`src/rtl/axi4_reg_responder.sv`:
```
// Single-beat AXI4 subordinate exposing NREGS 32-bit control/status registers.
// Optional byte-strobe writes are enabled by defining AXI_REG_WSTRB_EN.
module axi4_reg_responder #(
    parameter int unsigned        ALEN      = 32,
    parameter int unsigned        XLEN      = 32,
    parameter int unsigned        IDLEN     = 5,
    parameter int unsigned        NREGS     = 8,
    parameter logic [ALEN-1:0]    BASE_ADDR = 32'h0001_0000,
    parameter logic [NREGS-1:0]   RO_MASK   = 8'h00
) (
    input  logic                    clk,
    input  logic                    rst,
    input  logic [ALEN-1:0]         aw_addr,
    input  logic [IDLEN-1:0]        aw_id,
    input  logic                    aw_valid,
    output logic                    aw_ready,
    input  logic [XLEN-1:0]         w_data,
    input  logic [XLEN/8-1:0]       w_strb,
    input  logic                    w_valid,
    output logic                    w_ready,
    output logic [IDLEN-1:0]        b_id,
    output logic [1:0]              b_resp,
    output logic                    b_valid,
    input  logic                    b_ready,
    input  logic [ALEN-1:0]         ar_addr,
    input  logic [IDLEN-1:0]        ar_id,
    input  logic                    ar_valid,
    output logic                    ar_ready,
    output logic [XLEN-1:0]         r_data,
    output logic [IDLEN-1:0]        r_id,
    output logic [1:0]              r_resp,
    output logic                    r_last,
    output logic                    r_valid,
    input  logic                    r_ready,
    output logic [NREGS*XLEN-1:0]   ctrl_o,
    input  logic [NREGS*XLEN-1:0]   status_i,
    output logic [NREGS-1:0]        wr_pulse_o
);

    localparam logic [2:0] W_IDLE   = 3'd0;
    localparam logic [2:0] W_DATA   = 3'd1;
    localparam logic [2:0] W_ADDR   = 3'd2;
    localparam logic [2:0] W_COMMIT = 3'd3;
    localparam logic [2:0] W_RESP   = 3'd4;

    localparam logic [0:0] R_IDLE   = 1'b0;
    localparam logic [0:0] R_RESP   = 1'b1;

    localparam logic [1:0] RESP_OKAY   = 2'b00;
    localparam logic [1:0] RESP_SLVERR = 2'b10;

    function automatic logic addr_hit(input logic [ALEN-1:0] addr);
        logic [ALEN-1:0] word;
        word = (addr - BASE_ADDR) >> 2'd2;
        return (addr >= BASE_ADDR) && (word < ALEN'(NREGS));
    endfunction

    function automatic logic [3:0] addr_idx(input logic [ALEN-1:0] addr);
        logic [ALEN-1:0] word;
        word = (addr - BASE_ADDR) >> 2'd2;
        return word[3:0];
    endfunction

`ifdef AXI_REG_WSTRB_EN
    function automatic logic [XLEN-1:0] merge_bytes(input logic [XLEN-1:0] old_v,
                                                    input logic [XLEN-1:0] new_v,
                                                    input logic [XLEN/8-1:0] strb);
        logic [XLEN-1:0] res;
        res = old_v;
        for (int b = 0; b < XLEN/8; b++) begin
            if (strb[b]) begin
                res[b*8 +: 8] = new_v[b*8 +: 8];
            end else begin
                res[b*8 +: 8] = old_v[b*8 +: 8];
            end
        end
        return res;
    endfunction
`endif

    logic [2:0]             w_state_r;
    logic [2:0]             w_state_nx_s;
    logic [0:0]             r_state_r;
    logic [0:0]             r_state_nx_s;
    logic                   aw_ready_r;
    logic                   w_ready_r;
    logic                   ar_ready_r;
    logic                   aw_hs_s;
    logic                   w_hs_s;
    logic                   ar_hs_s;
    logic                   b_hs_s;
    logic                   r_hs_s;
    logic [ALEN-1:0]        aw_addr_r;
    logic [IDLEN-1:0]       aw_id_r;
    logic [XLEN-1:0]        w_data_r;
`ifdef AXI_REG_WSTRB_EN
    logic [XLEN/8-1:0]      w_strb_r;
`else
    logic                   unused_strb_s;
`endif
    logic [NREGS*XLEN-1:0]  ctrl_r;
    logic [NREGS-1:0]       wr_pulse_r;
    logic                   b_valid_r;
    logic [IDLEN-1:0]       b_id_r;
    logic [1:0]             b_resp_r;
    logic                   r_valid_r;
    logic [IDLEN-1:0]       r_id_r;
    logic [1:0]             r_resp_r;
    logic [XLEN-1:0]        r_data_r;
    logic                   wr_hit_s;
    logic [3:0]             wr_idx_s;
    logic                   wr_ro_s;
    logic                   rd_hit_s;
    logic [3:0]             rd_idx_s;
    logic [XLEN-1:0]        rd_data_s;

`ifndef AXI_REG_WSTRB_EN
    assign unused_strb_s = ^w_strb;
`endif

    assign aw_hs_s = aw_valid & aw_ready_r;
    assign w_hs_s  = w_valid & w_ready_r;
    assign ar_hs_s = ar_valid & ar_ready_r;
    assign b_hs_s  = b_valid_r & b_ready;
    assign r_hs_s  = r_valid_r & r_ready;

    assign aw_ready   = aw_ready_r;
    assign w_ready    = w_ready_r;
    assign ar_ready   = ar_ready_r;
    assign b_valid    = b_valid_r;
    assign b_id       = b_id_r;
    assign b_resp     = b_resp_r;
    assign r_valid    = r_valid_r;
    assign r_id       = r_id_r;
    assign r_resp     = r_resp_r;
    assign r_data     = r_data_r;
    assign r_last     = 1'b1;
    assign ctrl_o     = ctrl_r;
    assign wr_pulse_o = wr_pulse_r;

    // Write-channel next state: AW and W may arrive together or in either order
    always_comb begin
        w_state_nx_s = w_state_r;
        case (w_state_r)
            W_IDLE: begin
                if (aw_hs_s && w_hs_s) begin
                    w_state_nx_s = W_COMMIT;
                end else if (aw_hs_s) begin
                    w_state_nx_s = W_DATA;
                end else if (w_hs_s) begin
                    w_state_nx_s = W_ADDR;
                end else begin
                    w_state_nx_s = W_IDLE;
                end
            end
            W_DATA:   w_state_nx_s = w_hs_s ? W_COMMIT : W_DATA;
            W_ADDR:   w_state_nx_s = aw_hs_s ? W_COMMIT : W_ADDR;
            W_COMMIT: w_state_nx_s = W_RESP;
            W_RESP:   w_state_nx_s = b_hs_s ? W_IDLE : W_RESP;
            default:  w_state_nx_s = W_IDLE;
        endcase
    end

    // Read-channel next state
    always_comb begin
        r_state_nx_s = r_state_r;
        case (r_state_r)
            R_IDLE:  r_state_nx_s = ar_hs_s ? R_RESP : R_IDLE;
            R_RESP:  r_state_nx_s = r_hs_s ? R_IDLE : R_RESP;
            default: r_state_nx_s = R_IDLE;
        endcase
    end

    // Address decode for the captured write and the incoming read
    always_comb begin
        wr_hit_s  = addr_hit(aw_addr_r);
        wr_idx_s  = addr_idx(aw_addr_r);
        rd_hit_s  = addr_hit(ar_addr);
        rd_idx_s  = addr_idx(ar_addr);
        wr_ro_s   = 1'b0;
        rd_data_s = {XLEN{1'b0}};
        for (int i = 0; i < NREGS; i++) begin
            wr_ro_s = wr_ro_s | (RO_MASK[i] & (wr_idx_s == i[3:0]));
            if (rd_hit_s && (rd_idx_s == i[3:0])) begin
                rd_data_s = RO_MASK[i] ? status_i[i*XLEN +: XLEN] : ctrl_r[i*XLEN +: XLEN];
            end else begin
                rd_data_s = rd_data_s;
            end
        end
    end

    // Write path: capture requests, commit the register, hold the B response
    always_ff @(posedge clk) begin
        if (rst) begin
            w_state_r  <= W_IDLE;
            aw_ready_r <= 1'b1;
            w_ready_r  <= 1'b1;
            aw_addr_r  <= {ALEN{1'b0}};
            aw_id_r    <= {IDLEN{1'b0}};
            w_data_r   <= {XLEN{1'b0}};
`ifdef AXI_REG_WSTRB_EN
            w_strb_r   <= {(XLEN/8){1'b0}};
`endif
            ctrl_r     <= {(NREGS*XLEN){1'b0}};
            wr_pulse_r <= {NREGS{1'b0}};
            b_valid_r  <= 1'b0;
            b_id_r     <= {IDLEN{1'b0}};
            b_resp_r   <= RESP_OKAY;
        end else begin
            w_state_r  <= w_state_nx_s;
            aw_ready_r <= (w_state_nx_s == W_IDLE) || (w_state_nx_s == W_ADDR);
            w_ready_r  <= (w_state_nx_s == W_IDLE) || (w_state_nx_s == W_DATA);
            wr_pulse_r <= {NREGS{1'b0}};
            if (aw_hs_s) begin
                aw_addr_r <= aw_addr;
                aw_id_r   <= aw_id;
            end
            if (w_hs_s) begin
                w_data_r <= w_data;
`ifdef AXI_REG_WSTRB_EN
                w_strb_r <= w_strb;
`endif
            end
            if (w_state_r == W_COMMIT) begin
                b_valid_r <= 1'b1;
                b_id_r    <= aw_id_r;
                b_resp_r  <= (wr_hit_s && !wr_ro_s) ? RESP_OKAY : RESP_SLVERR;
                for (int i = 0; i < NREGS; i++) begin
                    if (wr_hit_s && !RO_MASK[i] && (wr_idx_s == i[3:0])) begin
`ifdef AXI_REG_WSTRB_EN
                        ctrl_r[i*XLEN +: XLEN] <= merge_bytes(ctrl_r[i*XLEN +: XLEN], w_data_r, w_strb_r);
`else
                        ctrl_r[i*XLEN +: XLEN] <= w_data_r;
`endif
                        wr_pulse_r[i] <= 1'b1;
                    end
                end
            end else if (b_hs_s) begin
                b_valid_r <= 1'b0;
            end
        end
    end

    // Read path: sample the register on AR and hold R until accepted
    always_ff @(posedge clk) begin
        if (rst) begin
            r_state_r  <= R_IDLE;
            ar_ready_r <= 1'b1;
            r_valid_r  <= 1'b0;
            r_id_r     <= {IDLEN{1'b0}};
            r_resp_r   <= RESP_OKAY;
            r_data_r   <= {XLEN{1'b0}};
        end else begin
            r_state_r  <= r_state_nx_s;
            ar_ready_r <= (r_state_nx_s == R_IDLE);
            if (ar_hs_s) begin
                r_valid_r <= 1'b1;
                r_id_r    <= ar_id;
                r_resp_r  <= rd_hit_s ? RESP_OKAY : RESP_SLVERR;
                r_data_r  <= rd_data_s;
            end else if (r_hs_s) begin
                r_valid_r <= 1'b0;
            end
        end
    end

endmodule

```
`config.mk`:
```
export PLATFORM = sky130hd
export DESIGN_NAME = axi4_reg_responder
export DESIGN_NICKNAME = d
export VERILOG_FILES = /design/src/rtl/axi4_reg_responder.sv
export SDC_FILE = /design/constraint.sdc
export NUM_CORES = 1
export LEC_CHECK = 0
export ABC_AREA = 1
export BUFFER_PORTS_ARGS = -buffer_cell sky130_fd_sc_hd__buf_2
export CAP_MARGIN = 20
export CELL_PAD_IN_SITES_DETAIL_PLACEMENT = 1
export CELL_PAD_IN_SITES_GLOBAL_PLACEMENT = 1
export CORE_AREA = 4 4 268 270
export CTS_BUF_LIST = sky130_fd_sc_hd__clkbuf_8
export CTS_CLUSTER_SIZE = 8
export DETAILED_ROUTE_END_ITERATION = 6
export DIE_AREA = 0 0 272 274
export PLACE_DENSITY = 0.66
export SLEW_MARGIN = 40
export SYNTH_ARGS = -nofsm -noshare
export SYNTH_HDL_FRONTEND = slang
export SYNTH_SLANG_ARGS = --single-unit
```
`constraint.sdc`:
```
create_clock -name clk -period 4.3 [get_ports clk]
set_input_delay 0.645 -clock clk [delete_from_list [all_inputs] [get_ports clk]]
set_output_delay 0.645 -clock clk [all_outputs]
set_load 0.03 [all_outputs]
```
* Word level (Yosys, flattened, before mapping) *
Index checks and enable logic that the tools add are counted.

cells by class
  bitwise logic cells = 8
  add/sub/neg operators = 2
  reduce and logical (&&, ||, !) cells = 36
  divide/modulo/power cells = 0
  shifts and indexed selects = 0
  $lt $le $gt $ge = 4
  equality and inequality tests = 20
  multiplexer cells = 32
  $mul = 0

operators with widths
  kind                                                                 number
  two-way mux 32 bit                                                   8
  greater-or-equal comparator 32 x 17 -> 1 bit, second input constant  2
  subtractor 32 x 17 -> 32 bit, second input constant                  2
  less-than comparator 30 x 4 -> 1 bit, second input constant          2
  equality test 4 x 3 -> 1 bit, second input constant                  8
  logical AND 1 bit                                                    19
  equality test 4 x 2 -> 1 bit, second input constant                  4
  AND reduction 2 bit                                                  8
  two-way mux 1 bit                                                    15
  case mux 3 bit (5 select lines)                                      1
  equality test 3 x 2 -> 1 bit, second input constant                  3
  two-way mux 3 bit                                                    3
  equality test 4 x 1 -> 1 bit, second input constant                  2
  zero test 4 bit                                                      2
  two-way mux 2 bit                                                    4
  equality test 3 x 1 -> 1 bit, second input constant                  2
  zero test 3 bit                                                      2
  bitwise AND 1 bit                                                    5
  nonzero test 2 bit                                                   2
  equality test 3 bit, second input constant                           1
  inverter 1 bit                                                       3
  logical OR 1 bit                                                     2
  case mux 1 bit (2 select lines)                                      1
  OR reduction 2 bit                                                   1

storage, ports and cells
  memories = 0
  memory bits (writable) = 0
  bits in latches = 0
  input bits = 373
  output and inout bits = 316
  ROM bits = 0
  bits in registers = 388

* Longest topological paths before layout *
Gate-level depths: netlist of the first run.

  depth after elaboration = 12
  gate-level depth with buffers = 21
  mapped depth without buffers = 19

* Worst setup path before layout of the first run *
OpenSTA, ideal clock, no wires.

  path type = input -> register
  from = input ar_addr[23]
  to = register r_data_r[11], in the netlist r_data[11]
  data required time = 4.157 ns
  data arrival time = 2.176 ns
  stages = 18
  slack = 1.981 ns
  library setup time = 0.143 ns
  path through = nor2_1 > and2_2 > nand3_1 > nor2_1 > nand2_2 > nor2_8 > nand2_1 > nor2_2 > buf_4 > nand2_1 > nand2_1 > nand2_1 > nand2_1 > nand2_1 > nand2_1 > nand2_1 > nand2_1 > a21oi_2

on the way
  cells in the longest elaborated chain, start to end = 12
  elaborated cells between the ends (all ways) = 20

ends and longest elaborated chain
  element                               RTL line  source
  from (decl)                           25        input logic [ALEN-1:0] ar_addr,
  subtractor 32 x 17 -> 32 bit          -
  less-than comparator 30 x 4 -> 1 bit  55        return (addr >= BASE_ADDR) && (word < ALEN'(NREGS));
  logical AND 1 bit *                   55
  logical AND 1 bit                     184       if (rd_hit_s && (rd_idx_s == i[3:0])) begin
  two-way mux 32 bit (7 in a row)       184
  two-way mux 32 bit *                  184
  to (signal assigned)                  252       r_data_r <= {XLEN{1'b0}};
  to (signal assigned)                  260       r_data_r <= rd_data_s;
  to (decl)                             109       logic [XLEN-1:0] r_data_r;

Mark *: on every way between the ends. The rest lies on a longest branch, timed or not.
A chain may end at the register's enable or synchronous reset.

* Worst setup path in the final report of the first run *
  from = register aw_addr_r[27]
  to = register ctrl_r[24], in the netlist ctrl_o[24]

on the way
  cells in the longest elaborated chain, start to end = 5
  elaborated cells between the ends (all ways) = 6

ends and longest elaborated chain
  element                               RTL line  source
  from (decl)                           93        logic [ALEN-1:0] aw_addr_r;
  from (signal assigned)                198       aw_addr_r <= {ALEN{1'b0}};
  from (signal assigned)                215       aw_addr_r <= aw_addr;
  subtractor 32 x 17 -> 32 bit          -
  less-than comparator 30 x 4 -> 1 bit  55
  logical AND 1 bit *                   55
  logical AND 1 bit *                   229       if (wr_hit_s && !RO_MASK[i] && (wr_idx_s == i[3:0])) begin
  AND reduction 2 bit (no line) *       -
  to (signal assigned)                  204       ctrl_r <= {(NREGS*XLEN){1'b0}};
  to (signal, indexed assignment)       233       ctrl_r[i*XLEN +: XLEN] <= w_data_r;
  to (decl)                             101       logic [NREGS*XLEN-1:0] ctrl_r;

Marks and branches as above.

==> flow_summary.yaml, run 1 <==
clock_network:
  hold_buffers: 0
  clockBufferDepth: 3
  cts_buffers: 75
  htreeDepth: 3
  cts-root-buf: "clkbuf_8"
  post_cts_buffers: 0
  cts_tree: "done"
  cts.clk_slew.worst_paths_ps: 60
  insertion_delay_ps: 660
  cts.sinks: 384
  cts_resized: 0
floorplanning:
  coreArea_mm2: 0.0695
  fp-row-count: 97
  dieWidth_um: 272
  ios: 689
  initial_utilization_pct: 24.2
  fp.dieArea_mm2: 0.0745
  die_y_um: 274
critical_path:
  cp_slowest_cell: "nor2_4"
  start_kind: "flop"
  required_ps: 4860
  cp-end-kind: "flop"
  cpPeakStageDelay_ps: 570
  path_cells: "nor4_1, nand4_1, nor4_1, nand2_1, nor3_2, inv_2, nor2_4, buf_4, o21ai_0, a21oi_1"
  path_max_fanout: 27
  path_class: "reg -> reg"
  crit_top_cell: "nor4_1"
  cp_data_arrival_time_ps: 3710
sta:
  hold_violations: 0
  tightest_slew_ps: 834
  layout_setup_ws_ps: 1150
  drv_slew: 0
  holdWs_ps: 251
  max_freq_mhz: 318
  setup_viol: 0
  rsz0062_at_grt: "no"
  period_share_pct: 73.2
  skew_ps: 36.4
  tns_ps: 0
  min_period_ps: 3150
  slew_headroom_pct: 44.4
route:
  via_count: 16988
  routedWlPerCell_um: 20.6
  drc: 0
  routed_via_density: 4.69
  drtAntennaViolNets: 0
  drtIter0Drc: 904
  wirelength_um: 74700
  dr.pass1.iters: 5
synth:
  synth_commonest_cells: "nand2_1, dfxtp_1, nor2_1, a21oi_1, inv_1"
  synth_most_common_cell: "nand2_1"
  ys_ff_latch: 384
  ys.warnings.count: 0
  ys_types: 35
  synth_top_area_share_pct: 45.8
  synthArstFlopShare_pct: 0
  yosysSeqAreaShare_pct: 45.8
  syn_inst: 2278
  synth_edf_count: 0
  syn_avg_cell_area_um2: 7.37
  ys_top_cells_by_area: "dfxtp_1, nand2_1, a21oi_1, nor2_1, a211oi_1"
  synth_top_flop_cell: "dfxtp_1"
  synth_top_area_cell: "dfxtp_1"
  netlist_area_mm2: 0.0168
power_and_ir_drop:
  vdd_drop_max_v: 0.000225
  finalPower_mw: 7.88
  p_leak_nw: 9.72
  powerDensity_mw_per_mm2: 374
global_route:
  grt_overflow: 0
  grt_pass1_vias: 17387
  grt_max_degree: 106
  antenna_found_initial: 6
  grt_pass1_wl_um: 110000
  grt_use_total_pct: 19.4
layout:
  fillers: 8674
  final_nets: 3001
  area_growth_pct: 25.3
  layout.cells.non_filler: 3620
  final_util_pct: 30.3
  regArea_mm2: 0.00769
  multi_input_area_mm2: 0.00745
  final_area_mm2: 0.0211
  drive_gt1_share_pct: 24.3
placed_design:
  place_congestion: 0.816
  dp_hpwl_um: 55400
  dp_cells: 3491
  placed_area_mm2: 0.0196
  io_buffers: 421
  dp_slack_ps: 1010
worst_hold_path:
  min_path_type: "in -> reg"
status:
  status: "finished, final reports clean"
run:
  maxCapViolations: 0
==> cell families (layout without fill, tap and decap cells) <==
group / count (synthesis) / count (layout) / synth area share (%)
AO/OA/AOI/OAI: 636 / 636 / 23.3
buffers and inverters: 412 / 812 / 10.2
flip-flops: 384 / 384 / 45.8
other: 2 / 4 / 0.0447
AND/OR/NAND/NOR: 844 / 844 / 20.7
==> area by class of cell <==
cell class                      instances  area share, %
Clock inverter                         36          0.796
Sequential cell                       384           36.5
Clock buffer                           92           6.01
Tap cell                              940           5.59
Timing Repair Buffer                  455           11.6
Multi-Input combinational cell       1483           35.4
Antenna cell                            1         0.0119
Inverter                              229           4.11
==> cells in the final DEF (no fill, tap or decap), types with 3 or more instances in the layout <==
cell / count
conb_1: 3
a21oi_2: 30
clkinv_2: 8
nand2_1: 444
clkbuf_8: 93
o21ai_0: 130
nor3_1: 4
nor2_2: 6
buf_4: 29
a211oi_1: 141
inv_1: 241
dfxtp_1: 384
inv_6: 3
nor2_4: 6
buf_12: 5
buf_2: 420
nor4_1: 4
nand3_1: 10
inv_2: 9
a21oi_1: 235
o21ai_1: 47
nand4_1: 66
nand2_2: 9
a211oi_2: 19
nor3_2: 3
o2111ai_1: 32
nor2_1: 284
==> critical path, delay by kind of cell, from the launching register on <==
family,cells,cell delay [ps]
simple gates,6,1980
flops,1,310
buf+inv,2,490
compound gates,2,250
==> flip-flops by register name, summed over array words and instances (netlist names) <==
| register | count |
|---|---|
| w_ready | 1 |
| r_data | 32 |
| r_resp | 1 |
| w_state_r | 3 |
| b_resp | 1 |
| aw_addr_r | 30 |
| ctrl_o | 256 |
| r_id | 5 |
| r_state_r | 1 |
| r_valid | 1 |
| b_id | 5 |
| aw_ready | 1 |
| b_valid | 1 |
| wr_pulse_o | 8 |
| ar_ready | 1 |
| w_data_r | 32 |
| aw_id_r | 5 |
==> path summary, 6_finish.rpt <==
kind                                   start                          to  slack [ps]  depth (start not counted)
setup / recovery  aw_addr_r[27]$_SDFFE_PP0P_     ctrl_o[24]$_SDFFE_PP0P_        1150                         10
hold / removal                    aw_addr[9]   aw_addr_r[9]$_SDFFE_PP0P_         250                          3
setup reg to reg  aw_addr_r[27]$_SDFFE_PP0P_     ctrl_o[24]$_SDFFE_PP0P_        1150                         10
hold reg to reg   aw_addr_r[17]$_SDFFE_PP0P_  aw_addr_r[17]$_SDFFE_PP0P_         460                          2
==> power by group <==
| group | leakage (nW) | switching [mW] | internal [mW] | total (mW) |
|---|---|---|---|---|
| Clock | 0.829 | 1.68 | 1.92 | 3.60 |
| Sequential | 3.11 | 0.112 | 3.65 | 3.76 |
| Combinational | 5.78 | 0.384 | 0.137 | 0.521 |
| Total | 9.72 | 2.17 | 5.71 | 7.88 |
==> layer usage <==
metal,global-route usage (%),wire length (µm),up-vias,share of wire [%]
met3,5.39,4530,105,6.1
met4,5.20,1810,8,2.4
met1,21.8,29800,8218,40
met5,0,42,-,0.056
met2,36.0,38600,397,52
li1,-,-,8260,-
No activity file was read; power rests on OpenSTA's default activity.
==> run 2: changes to the inputs <==
--- a/config.mk
+++ b/config.mk
@@ -10,11 +10,11 @@
 export CAP_MARGIN = 20
 export CELL_PAD_IN_SITES_DETAIL_PLACEMENT = 1
 export CELL_PAD_IN_SITES_GLOBAL_PLACEMENT = 1
-export CORE_AREA = 4 4 268 270
+export CORE_AREA = 4 4 267 269
 export CTS_BUF_LIST = sky130_fd_sc_hd__clkbuf_8
 export CTS_CLUSTER_SIZE = 8
 export DETAILED_ROUTE_END_ITERATION = 6
-export DIE_AREA = 0 0 272 274
+export DIE_AREA = 0 0 271 273
 export PLACE_DENSITY = 0.66
 export SLEW_MARGIN = 40
 export SYNTH_ARGS = -nofsm -noshare
==> constraint.sdc (replaced) <==
create_clock -name clk -period 3 [get_ports clk]
set_input_delay 0.45 -clock clk [delete_from_list [all_inputs] [get_ports clk]]
set_output_delay 0.45 -clock clk [all_outputs]
set_load 0.03 [all_outputs]
==> flow_summary.yaml, run 2 (synthesized netlist as in run 1, its figures left out) <==
status:
  status: "finished, final reports clean"
sta:
  setup_viol: 0
  tns_ps: 0
  rsz0062_at_grt: "no"
  skew_ps: 35.9
  slew_headroom_pct: 45.1
  hold_violations: 0
  tightest_slew_ps: 824
  drv_slew: 0
  min_period_ps: 2660
  period_share_pct: 88.6
  max_freq_mhz: 376
power_and_ir_drop:
  p_comb_share_pct: 6.7
  p_sw_mw: 3.16
  finalPower_mw: 11.7
  seqPwrFrac_pct: 46.1
  p_leak_nw: 9.89
  netSwitchingFraction_pct: 27.0
  vdd_drop_max_v: 0.000216
  powerDensity_mw_per_mm2: 546
  intPower_mw: 8.53
  power_frac_clock_pct: 47.2
placed_design:
  place_congestion: 0.841
  dp_hpwl_um: 57300
  io_buffers: 421
layout:
  drive_gt1_share_pct: 24.8
  most-common-layout-cells: "nand2_1, buf_2, dfxtp_1, nor2_1, inv_1"
  layout_commonest_cell: "nand2_1"
  largest_reg_flops: 256
  multi_input_area_mm2: 0.00745
  fillers: 8472
  area_growth_pct: 27.6
  regArea_mm2: 0.00769
  final_nets: 3025
route:
  drc: 0
  routedWlPerCell_um: 21.3
  dr.pass1.iters: 5
  wirelength_um: 77300
  routed_via_density: 4.78
  via_count: 17390
  drtIter0Drc: 1008
  drtAntennaViolNets: 0
critical_path:
  path_cells: "nor4_1, nand2_1, nor4_1, nand2_1, nor3_2, nand2_2, buf_4, nor2_1, a211oi_2"
  start_kind: "flop"
  critPathTopFamily: "simple AND/OR/NAND/NOR gates"
  path_class: "reg -> reg"
  cp-end-kind: "flop"
  r2r_cells: 9
  worst-path-stages: 9
  cpPeakStageDelay_ps: 440
  path_max_fanout: 64
  required_ps: 3480
  cp_slowest_cell: "nor4_1"
  path_buf_inv: 1
  cp_data_arrival_time_ps: 3130
worst_hold_path:
  hold-path-cell-count: 3
  min_path_type: "in -> reg"
clock_network:
  insertion_delay_ps: 660
  cts-root-buf: "clkbuf_8"
  htreeDepth: 3
  cts.clk_slew.worst_paths_ps: 50
  cts_resized: 0
  cts_buffers: 75
  clockBufferDepth: 3
  cts.sinks: 384
  post_cts_buffers: 0
  cts_tree: "done"
floorplanning:
  fp-row-count: 96
  fp.dieArea_mm2: 0.0740
  ios: 689
  initial_utilization_pct: 24.5
  die_y_um: 273
  coreArea_mm2: 0.0686
  dieWidth_um: 271
global_route:
  antenna_found_initial: 6
  grt_use_total_pct: 20.1
  grt_overflow: 0
  grt_pass1_wl_um: 114000
  grt_pass1_vias: 18373
  grt_max_degree: 106
run:
  maxCapViolations: 0
## run 2: cell types whose count changed in the layout (fill, tap and decap cells not counted), sizes merged
cell         delta
inv             -3
clkinvlp        -1
bufinv          +3
clkbuf          +3
clkinv          -2
dlygate4sd3     +7
buf            +17
## run 2: area by class of cell
cell class | count | area share (%)
diodes | 1 | 0.0117
clock buffers | 95 | 6.10
clock inverters | 33 | 1.07
inverters | 229 | 4.02
multi-input cells | 1483 | 34.8
flip-flops and latches | 384 | 35.9
well taps | 931 | 5.43
repair buffers | 479 | 12.7
## run 2: metal layers
layer | track usage [%] | vias to the layer above | wire, µm
li1 | - | 8319 | -
met1 | 22.6 | 8410 | 30300
met2 | 36.5 | 489 | 39100
met3 | 5.32 | 164 | 4710
met4 | 7.80 | 8 | 3200
met5 | 0 | - | 48
## run 2: worst reg2reg max path, delay by kind of cell, from the launching register on
family	cells	cell delay, ps
flip-flops	1	310
AO/OA/AOI/OAI	1	50
AND/OR/NAND/NOR	7	1780
buffers and inverters	1	360
## run 2: worst paths after layout
path,from,end,slack [ps]
max reg2reg,aw_addr_r[12]$_SDFFE_PP0P_,ctrl_o[183]$_SDFFE_PP0P_,340
max,aw_addr_r[12]$_SDFFE_PP0P_,ctrl_o[183]$_SDFFE_PP0P_,340
min,ar_id[4],r_id[4]$_SDFFE_PP0P_,70
min reg2reg,aw_addr_r[17]$_SDFFE_PP0P_,aw_addr_r[17]$_SDFFE_PP0P_,460
## run 2: power groups by stage
stage	combinational (mW)	clock, mW	sequential (mW)
6_report	0.780	5.52	5.39
5_1_grt	0.857	5.95	5.41
4_1_cts	0.787	5.73	5.40
3_5_place_dp	0.777	0	5.51
3_3_place_gp	0.751	0	5.50
2_1_floorplan	0.413	0	5.46
## run 2: timing repair
| action | in CTS | in global routing |
|---|---|---|
| hold buffers | 7 | 0 |
| endpoints found under the setup margin | 0 | 0 |
| hold endpoints to repair | 7 | 0 |
## run 2: metrics by stage
step / hold slack, ps / setup WS, ps / util [%] / cell area (µm²) / instances
after global routing: 27.5 / 75.6 / 31.2 / 21400 / 3634
after global placement: 451 / 296 / 28.9 / 19800 / 3499
after CTS: 2.30 / 364 / 31.2 / 21400 / 3634
after floorplan: 434 / 876 / - / 16800 / 2279
final: 70.6 / 342 / 31.3 / 21400 / 3635
after detailed placement: 459 / 215 / 28.9 / 19800 / 3499
==> run 3: changes to the inputs <==
==> constraint.sdc (replaced) <==
create_clock -name clk -period 3 [get_ports clk]
set_input_delay 0.15 -clock clk [delete_from_list [all_inputs] [get_ports clk]]
set_output_delay 0.15 -clock clk [all_outputs]
set_load 0.03 [all_outputs]
==> flow_summary.yaml, run 3 (synthesized netlist as in run 1, its figures left out) <==
clock_network:
  cts_buffers: 75
  insertion_delay_ps: 660
  cts-root-buf: "clkbuf_8"
  cts.sinks: 384
  cts_resized: 0
  cts.clk_slew.worst_paths_ps: 60
  htreeDepth: 3
  cts_tree: "done"
  clockBufferDepth: 3
layout:
  largest_reg_flops: 256
  drive_gt1_share_pct: 24.0
  final_area_mm2: 0.0221
  area_growth_pct: 31.6
  fillers: 8426
  final_nets: 3095
  layout_commonest_cell: "nand2_1"
  multi_input_area_mm2: 0.00745
  most-common-layout-cells: "nand2_1, buf_2, dfxtp_1, nor2_1, inv_1"
  regArea_mm2: 0.00769
status:
  status: "finished, final reports clean"
floorplanning:
  dieWidth_um: 271
  coreArea_mm2: 0.0686
  initial_utilization_pct: 24.5
  ios: 689
  die_y_um: 273
  fp.dieArea_mm2: 0.0740
  fp-row-count: 96
critical_path:
  r2r_cells: 10
  path_max_fanout: 64
  cp-end-kind: "flop"
  cp_data_arrival_time_ps: 3140
  required_ps: 3580
  rr_startpoint: "aw_addr_r[12]$_SDFFE_PP0P_"
  path_class: "reg -> reg"
  start_kind: "flop"
  r2r_slack_ps: 440
  rr_endpoint: "ctrl_o[87]$_SDFFE_PP0P_"
power_and_ir_drop:
  powerDensity_mw_per_mm2: 529
  p_comb_share_pct: 7.3
  p_sw_mw: 3.28
  seqPwrFrac_pct: 46.1
  intPower_mw: 8.40
  vdd_drop_max_v: 0.000236
  netSwitchingFraction_pct: 28.1
  finalPower_mw: 11.7
  power_frac_clock_pct: 46.6
  p_leak_nw: 10.2
run:
  maxCapViolations: 0
sta:
  setup_viol: 0
  skew_ps: 31.1
  tns_ps: 0
  slew_headroom_pct: 43.7
  hold_violations: 0
  min_period_ps: 2560
  holdWs_ps: 79.1
  max_freq_mhz: 391
  layout_setup_ws_ps: 441
  drv_slew: 0
  rsz0062_at_grt: "no"
  tightest_slew_ps: 844
  period_share_pct: 85.3
route:
  drtAntennaViolNets: 0
  drtIter0Drc: 903
  dr.pass1.iters: 5
  via_count: 17765
  routed_via_density: 4.78
  wirelength_um: 79100
  drc: 0
  routedWlPerCell_um: 21.3
global_route:
  grt_use_total_pct: 20.7
  grt_overflow: 0
  grt_max_degree: 118
  grt_pass1_vias: 18909
  grt_pass1_wl_um: 118000
  antenna_found_initial: 9
placed_design:
  dp_hpwl_um: 56900
  placed_area_mm2: 0.0198
  place_congestion: 0.880
  io_buffers: 421
  dp_slack_ps: 471
worst_hold_path:
  hold_end: "aw_addr_r[17]$_SDFFE_PP0P_"
  hold_start: "aw_valid"
  hold-path-cell-count: 4
  min_path_type: "in -> reg"
-- run 3: changes by cell type in the layout (fill, tap and decap cells not counted), sizes merged --
cell,change
clkbuf,-2
bufinv,-2
dlygate4sd3,+71
buf,-1
inv,+5
diode,+8
-- run 3: worst max-delay path by stage --
stage | from | endpoint | slack [ps] | cells after the start
final | aw_addr_r[12]$_SDFFE_PP0P_ | ctrl_o[87]$_SDFFE_PP0P_ | 440 | 10
after floorplan | aw_addr_r[8]$_SDFFE_PP0P_ | ctrl_o[240]$_SDFFE_PP0P_ | 1130 | 10
after detailed placement | aw_addr_r[12]$_SDFFE_PP0P_ | ctrl_o[212]$_SDFFE_PP0P_ | 470 | 10
after global routing | aw_addr_r[12]$_SDFFE_PP0P_ | ctrl_o[211]$_SDFFE_PP0P_ | 90 | 10
after global placement | ar_addr[5] | r_data[25]$_SDFFE_PP0P_ | 560 | 20
after CTS | aw_addr_r[12]$_SDFFE_PP0P_ | ctrl_o[210]$_SDFFE_PP0P_ | 460 | 10
-- run 3: per-layer routing --
| metal | GRT usage (%) | wire, µm | vias up |
|---|---|---|---|
| met2 | 37.6 | 40000 | 511 |
| met3 | 5.10 | 4660 | 181 |
| met4 | 9.46 | 3820 | 2 |
| li1 | - | - | 8464 |
| met1 | 22.9 | 30600 | 8607 |
| met5 | 0 | 12 | - |
-- run 3: worst max-delay path, cell delays in order, from the launching register on --
cell and delay (ps):
dfxtp_1 310, nor4_1 420, nand2_1 140, nor4_1 250
nand2_1 160, nor3_2 290, inv_2 130, nor2_4 120
buf_12 240, o21ai_0 130, a21oi_1 160
-- run 3: repair_timing --
item | CTS | global route
hold buffers | 78 | 0
buffers inserted | 0 | 0
hold endpoints to repair | 109 | 0
-- run 3: power by group through the flow --
stage | sequential, mW | clock (mW) | combinational, mW
after floorplan | 5.46 | 0 | 0.413
after global placement | 5.50 | 0 | 0.726
after CTS | 5.40 | 5.62 | 0.843
final | 5.39 | 5.45 | 0.849
after global routing | 5.41 | 5.85 | 0.932
after detailed placement | 5.51 | 0 | 0.755
-- run 3: layout make-up --
class                           count  area share, %
Multi-Input combinational cell   1483           33.7
Sequential cell                   384           34.8
Inverter                          229           3.90
Timing Repair Buffer              549           15.4
Clock inverter                     36           1.04
Clock buffer                       93           5.79
Antenna cell                        9          0.102
Tap cell                          931           5.27
-- run 3: per-stage QoR --
step / util, % / cells
floorplan: - / 2279
global placement: 28.9 / 3498
detailed placement: 28.9 / 3498
CTS: 32.2 / 3705
global route: 32.2 / 3712
finish: 32.2 / 3714
